`src/rtl/reduce_combine.sv`:
```
// reduce_combine: receive-side reduction engine.
// Merges children-tagged reduction packets that share a {contextId, tag} key
// in a small table, combines their payloads with the packet op code, and
// emits one flit once the expected number of arrivals has been combined.
// Optional feature macro: REDUCE_TIMEOUT_EN (per-entry idle timeout flush).
module reduce_combine #(
  parameter int         FlitWidth     = 73,
  parameter int         ChildrenWidth = 3,
  parameter int         PayloadWidth  = 32,
  parameter int         NumEntries    = 4,
  parameter logic [2:0] rank_x        = 3'b0,
  parameter logic [2:0] rank_y        = 3'b0,
  parameter logic [2:0] rank_z        = 3'b0,
  parameter int         TimeoutCycles = 1024
) (
  input  logic                               clk,
  input  logic                               rst,
  input  logic [FlitWidth+ChildrenWidth-1:0] in_packet,
  input  logic                               in_valid,
  output logic                               in_ready,
  output logic [FlitWidth-1:0]               out_packet,
  output logic                               out_valid,
  input  logic                               out_ready,
  output logic [$clog2(NumEntries):0]        entries_used,
  output logic                               err_op
);

  localparam int PW     = PayloadWidth;
  localparam int IdxW   = $clog2(NumEntries);
  localparam int CntW   = IdxW + 1;
  localparam int OpLo   = PW;
  localparam int AlgLo  = PW + 4;
  localparam int TagLo  = PW + 6;
  localparam int CtxLo  = PW + 14;
  localparam int SrcLo  = PW + 22;
  localparam int DstLo  = PW + 31;
  localparam int VldBit = PW + 40;

  typedef struct packed {
    logic [7:0]               ctx;
    logic [7:0]               tag;
    logic [8:0]               dst;
    logic [1:0]               alg;
    logic [3:0]               op;
    logic [PW-1:0]            acc;
    logic [ChildrenWidth-1:0] rem;
  } entry_t;

  // Input field extraction
  logic [ChildrenWidth-1:0] in_children;
  logic                     in_flit_vld;
  logic [8:0]               in_dst;
  logic [7:0]               in_ctx;
  logic [7:0]               in_tag;
  logic [1:0]               in_alg;
  logic [3:0]               in_op;
  logic [PW-1:0]            in_pay;
  logic [15:0]              in_key;
  logic                     unused_src;

  assign in_children = in_packet[FlitWidth +: ChildrenWidth];
  assign in_flit_vld = in_packet[VldBit];
  assign in_dst      = in_packet[DstLo +: 9];
  assign in_ctx      = in_packet[CtxLo +: 8];
  assign in_tag      = in_packet[TagLo +: 8];
  assign in_alg      = in_packet[AlgLo +: 2];
  assign in_op       = in_packet[OpLo +: 4];
  assign in_pay      = in_packet[PW-1:0];
  assign in_key      = {in_ctx, in_tag};
  // The sender's coordinates are replaced by our own rank on output.
  assign unused_src  = ^in_packet[SrcLo +: 9];

  // Table state
  entry_t                tbl_q [NumEntries];
  logic [NumEntries-1:0] valid_q, valid_d;
  logic                  out_valid_q, out_valid_d;
  logic [FlitWidth-1:0]  out_packet_q, out_packet_d;
  logic                  err_op_q;

  // Control
  logic            hit, free_found;
  logic [IdxW-1:0] hit_idx, free_idx;
  logic            out_stall, take, exp_one;
  logic            do_leaf, do_alloc, do_match, match_done, complete, op_bad;
  entry_t          cur, new_ent, fl_ent;
  logic [PW-1:0]   merged;
  logic            flush;
  logic [IdxW-1:0] flush_idx;

  // Payload combine; unsupported op codes fall back to sum.
  function automatic logic [PW-1:0] combine(input logic [3:0] op,
                                            input logic [PW-1:0] a,
                                            input logic [PW-1:0] b);
    case (op)
      4'd1:    combine = (a > b) ? a : b;
      4'd2:    combine = (a < b) ? a : b;
      4'd3:    combine = a & b;
      4'd4:    combine = a | b;
      4'd5:    combine = a ^ b;
      4'd6:    combine = a * b;
      default: combine = a + b;
    endcase
  endfunction

  function automatic logic [FlitWidth-1:0] make_flit(input logic [7:0]    ctx,
                                                     input logic [7:0]    tag,
                                                     input logic [8:0]    dst,
                                                     input logic [1:0]    alg,
                                                     input logic [3:0]    op,
                                                     input logic [PW-1:0] pay);
    make_flit = {1'b1, dst, rank_z, rank_y, rank_x, ctx, tag, alg, op, pay};
  endfunction

  // Key lookup and lowest-index free entry search
  always_comb begin
    // NOTE: every variable written here gets a default first, so no path
    // leaves it unassigned and no latch is inferred.
    hit        = 1'b0;
    hit_idx    = '0;
    free_found = 1'b0;
    free_idx   = '0;
    for (int i = 0; i < NumEntries; i++) begin
      if (valid_q[i] && ({tbl_q[i].ctx, tbl_q[i].tag} == in_key)) begin
        hit     = 1'b1;
        hit_idx = IdxW'(i);
      end
    end
    for (int i = NumEntries - 1; i >= 0; i--) begin
      if (!valid_q[i]) begin
        free_found = 1'b1;
        free_idx   = IdxW'(i);
      end
    end
  end

  // Accept decision and classification of the incoming packet
  always_comb begin
    out_stall  = out_valid_q && !out_ready;
    in_ready   = !out_stall && (hit || free_found);
    take       = in_valid && in_ready && in_flit_vld;
    exp_one    = (in_children <= ChildrenWidth'(1));
    do_leaf    = take && !hit && exp_one;
    do_alloc   = take && !hit && !exp_one;
    do_match   = take && hit;
    cur        = tbl_q[hit_idx];
    merged     = combine(cur.op, cur.acc, in_pay);
    match_done = do_match && (cur.rem == ChildrenWidth'(1));
    complete   = do_leaf || match_done;
    op_bad     = take && ((in_op > 4'd6) || (hit && (in_op != cur.op)));
    new_ent    = '{ctx: in_ctx, tag: in_tag, dst: in_dst, alg: in_alg, op: in_op,
                   acc: in_pay, rem: in_children - ChildrenWidth'(1)};
  end

`ifdef REDUCE_TIMEOUT_EN
  localparam int TW = $clog2(TimeoutCycles + 1);
  logic [TW-1:0] idle_q [NumEntries];

  // Pick the lowest-index expired entry when completion and output allow it
  always_comb begin
    flush     = 1'b0;
    flush_idx = '0;
    if (!complete && !out_stall) begin
      for (int i = NumEntries - 1; i >= 0; i--) begin
        if (valid_q[i] && (idle_q[i] == TW'(TimeoutCycles)) &&
            !(do_match && (hit_idx == IdxW'(i)))) begin
          flush     = 1'b1;
          flush_idx = IdxW'(i);
        end
      end
    end
  end

  // Per-entry idle counters, cleared on allocation or match, saturating
  always_ff @(posedge clk or negedge rst) begin
    if (!rst) begin
      for (int i = 0; i < NumEntries; i++) idle_q[i] <= '0;
    end else begin
      for (int i = 0; i < NumEntries; i++) begin
        if ((do_alloc && (free_idx == IdxW'(i))) || (do_match && (hit_idx == IdxW'(i))))
          idle_q[i] <= '0;
        else if (valid_q[i] && (idle_q[i] != TW'(TimeoutCycles)))
          idle_q[i] <= idle_q[i] + TW'(1);
      end
    end
  end
`else
  assign flush     = 1'b0;
  assign flush_idx = '0;
`endif

  // Next state of entry valid bits and the output register
  always_comb begin
    // NOTE: combinational next-state logic uses blocking '=' so later lines
    // see earlier updates; registers below use non-blocking '<=' only.
    fl_ent       = tbl_q[flush_idx];
    valid_d      = valid_q;
    out_valid_d  = out_valid_q;
    out_packet_d = out_packet_q;
    if (do_alloc)   valid_d[free_idx]  = 1'b1;
    if (match_done) valid_d[hit_idx]   = 1'b0;
    if (flush)      valid_d[flush_idx] = 1'b0;
    if (out_ready)  out_valid_d = 1'b0;
    if (do_leaf) begin
      out_valid_d  = 1'b1;
      out_packet_d = make_flit(in_ctx, in_tag, in_dst, in_alg, in_op, in_pay);
    end else if (match_done) begin
      out_valid_d  = 1'b1;
      out_packet_d = make_flit(cur.ctx, cur.tag, cur.dst, cur.alg, cur.op, merged);
    end else if (flush) begin
      out_valid_d  = 1'b1;
      out_packet_d = make_flit(fl_ent.ctx, fl_ent.tag, fl_ent.dst, fl_ent.alg, 4'hF, fl_ent.acc);
    end
  end

  // Control registers: entry valid bits, output flit, error pulse
  always_ff @(posedge clk or negedge rst) begin
    if (!rst) begin
      valid_q      <= '0;
      out_valid_q  <= 1'b0;
      out_packet_q <= '0;
      err_op_q     <= 1'b0;
    end else begin
      valid_q      <= valid_d;
      out_valid_q  <= out_valid_d;
      out_packet_q <= out_packet_d;
      err_op_q     <= op_bad;
    end
  end

  // Entry payload storage
  // NOTE: the table contents carry no reset; an entry's data is only ever
  // read while its valid bit (which is reset) is set.
  always_ff @(posedge clk) begin
    if (do_alloc) begin
      tbl_q[free_idx] <= new_ent;
    end else if (do_match) begin
      tbl_q[hit_idx].acc <= merged;
      tbl_q[hit_idx].rem <= cur.rem - ChildrenWidth'(1);
    end
  end

  // Live-entry count
  always_comb begin
    entries_used = '0;
    for (int i = 0; i < NumEntries; i++) entries_used = entries_used + CntW'(valid_q[i]);
  end

  assign out_valid  = out_valid_q;
  assign out_packet = out_packet_q;
  assign err_op     = err_op_q;

endmodule
```
`config.mk`:
```
export PLATFORM = sky130hd
export DESIGN_NAME = reduce_combine
export DESIGN_NICKNAME = d
export VERILOG_FILES = /design/src/rtl/reduce_combine.sv
export SDC_FILE = /design/constraint.sdc
export NUM_CORES = 2
export LEC_CHECK = 0
export ABC_CLOCK_PERIOD_IN_PS = 25200
export CAP_MARGIN = 20
export CORE_ASPECT_RATIO = 1.5
export CORE_UTILIZATION = 60
export DETAILED_ROUTE_END_ITERATION = 7
export PLACE_DENSITY = 0.79
export SYNTH_ARGS = -nofsm -noshare
export SYNTH_HDL_FRONTEND = slang
export SYNTH_SLANG_ARGS = --single-unit
```
`constraint.sdc`:
```
create_clock -name clk -period 25.2 [get_ports clk]
set_clock_uncertainty 0.15 [all_clocks]
set_input_delay 7.56 -clock clk [delete_from_list [all_inputs] [get_ports clk]]
set_output_delay 7.56 -clock clk [all_outputs]
set_load 0.005 [all_outputs]
```
==> run summary <==
Status: finished, final reports clean
Avg Cell Area, Syn: 9.42 um^2
Std cell rows: 106
# IOs: 159
Largest net degree at the start of global routing: 95
Initial Utilization: 61.0%
Worst-Margin Slew: 1.25 ns
Port bufs: 140
Post-DR wirelength/cell: 25.7 um
Worst reg-to-reg setup slack: 12.51 ns
Slowest stage delay, CP: 1.24 ns
Worst hold start: out_packet[72]
Worst flop-to-flop path startpoint: tbl_q[1][64]
Most used cell, CP: fa_1
Worst-Skew Late Latency: 0.58 ns
Detailed Place HPWL: 82700 um
Vias: 27990
Ys flop type: edfxtp_1
FF+latch count, synth: 334
Core area: 55800 um^2
Setup ws final: 5.27 ns
Top cells by count, synth: inv_1, nand2_1, fa_1, nor2_1, edfxtp_1
Post-CTS sizing: 0
Grt met2 use: 66.5%
Root Buffer: clkbuf_16
Synth top area cells: fa_1, edfxtp_1, ha_1
Post-synth EDFFs: 264
Initial DRC Count: 2565
Sequential-to-total area share from yosys stat: 28.4%
Post-synth cell types: 84
Initial antenna violation count: 2
Busiest grt layer: met2
Met3 Use GR: 8.33%
TritonCTS clock tree: built
Setup violations, final: 0
Synth warnings: 0
Kind of critical path: primary input to register
Post-Place Worst Slack: 5.18 ns
Fmax: 0.0502 GHz
CP Data Required Time: 25.29 ns
Slowest-stage cell, CP: nor2_1
Post-synth ARST share: 21.0%
Hold Vio Cnt, Final: 0
Max Cap Viol: 0
Hold Buf Count CTS: 0
ANT nets after route: 0
Vias in the first global route: 29385
CP Data Arrival Time: 20.02 ns
Grt met1 use: 44.6%
Number of setup buffers added after CTS: 0
Cell total after placement: 4366
Slew margin rel.: 15.7%
CTS Buffer Depth: 3
Period minus WS final: 19.93 ns
Fin cells: 4423
Total Nets Final: 4361
Area delta synth->final: 9.37%
Worst setup SP type: primary input
Synthesized area: 34000 um^2
Max-slew violations: 0
# H-tree levels: 1
Total negative setup slack: 0 ns
Crit path from: in_packet[52]
Synth area leader: fa_1
Clock-pin slew on the worst setup and hold paths: 0.07 ns
Cell with the most instances after synthesis: inv_1
Global route overflow: 0
Die Height: 294 um
GP Congestion: 1.01
First-pass GRT wire length: 172000 um
WL final: 114000 um
Residual DRC: 0
Cts bufs inserted: 26
CP max FO: 18
Total GRT Usage: 40.5%
Sink Count: 334
Gate Count Post-Synth: 3613
Share of post-route cells with drive strength above 1: 4.64%
Period utilization: 79.1%
RSZ-0062 raised after global routing: false
Via/cell ratio: 6.33
Drt pass-1 iters: 6
Crit. End Element: register
Die Width: 196 um
Synth top area share: 24.1%
Hold Path Class: register to register
DIE AREA: 57700 um^2
-- cells by family after synthesis --
group           synth area share (%)
compound gates                  11.9
xor+xnor                        4.56
fa+ha+maj                       32.4
buf+inv                         8.10
flops                           28.4
mux                            0.728
other cells                   0.0110
simple gates                    13.9
-- sequential cells by signal (all words and copies together) (netlist names) --
| name | count |
|---|---|
| valid_q | 4 |
| tbl_q | 264 |
| out_valid | 1 |
| out_packet | 64 |
| err_op | 1 |
-- critical path: cells and delay by family --
kind	cells	cell delay, ns
AND/OR/NAND/NOR	9	3.46
adder cells (fa/ha/maj)	9	4.17
XOR/XNOR	2	0.47
buffers and inverters	7	1.41
AO/OA/AOI/OAI	13	2.90
-- cell type report --
| cell class | count | area, um^2 |
|---|---|---|
| tap | 756 | 946 |
| multi-input combinational | 2569 | 21800 |
| inverter | 502 | 1880 |
| antenna | 2 | 5.00 |
| sequential | 334 | 9680 |
| clock inverter | 16 | 194 |
| timing repair buffer | 212 | 2030 |
| clock buffer | 32 | 693 |
| fill | 4362 | 18600 |
-- per-layer routing --
metal  vias up  wire, um
met2      1862     53800
met4         6     11900
li1      11900         -
met1     13606     36000
met3       616     12000
met5         -        39
-- metrics by stage --
step	hold WS (ns)	utilization (%)	instance area, um^2
finish	0.342	66.7	37200
global route	0.342	66.7	37200
CTS	0.333	66.4	37100
detailed placement	0.306	64.8	36200
global placement	0.323	64.8	36200
floorplan	0.314	-	34100
-- final timing paths --
check	cells past startpoint	endpoint
min	1	out_packet[72]
max reg2reg	39	tbl_q[1][34]
max	40	tbl_q[1][34]
min reg2reg	1	out_packet[72]
min in group asynchronous	1	out_packet[67]
max in group asynchronous	2	out_packet[35]
-- placed cells by master, fill, tap and decap left out, types with 66 or more instances in the layout --
cell / n
nor2_1: 398
o21ai_0: 181
xnor2_1: 107
buf_4: 66
nand3_1: 81
a21oi_1: 140
inv_1: 485
nand2_1: 446
ha_1: 226
dfrtp_1: 70
fa_1: 410
edfxtp_1: 264
clkdlybuf4s50_1: 139
Power is left out: the tool's default activity adds up to more than one toggle a clock period on the data nets, which glitch-free logic cannot reach.
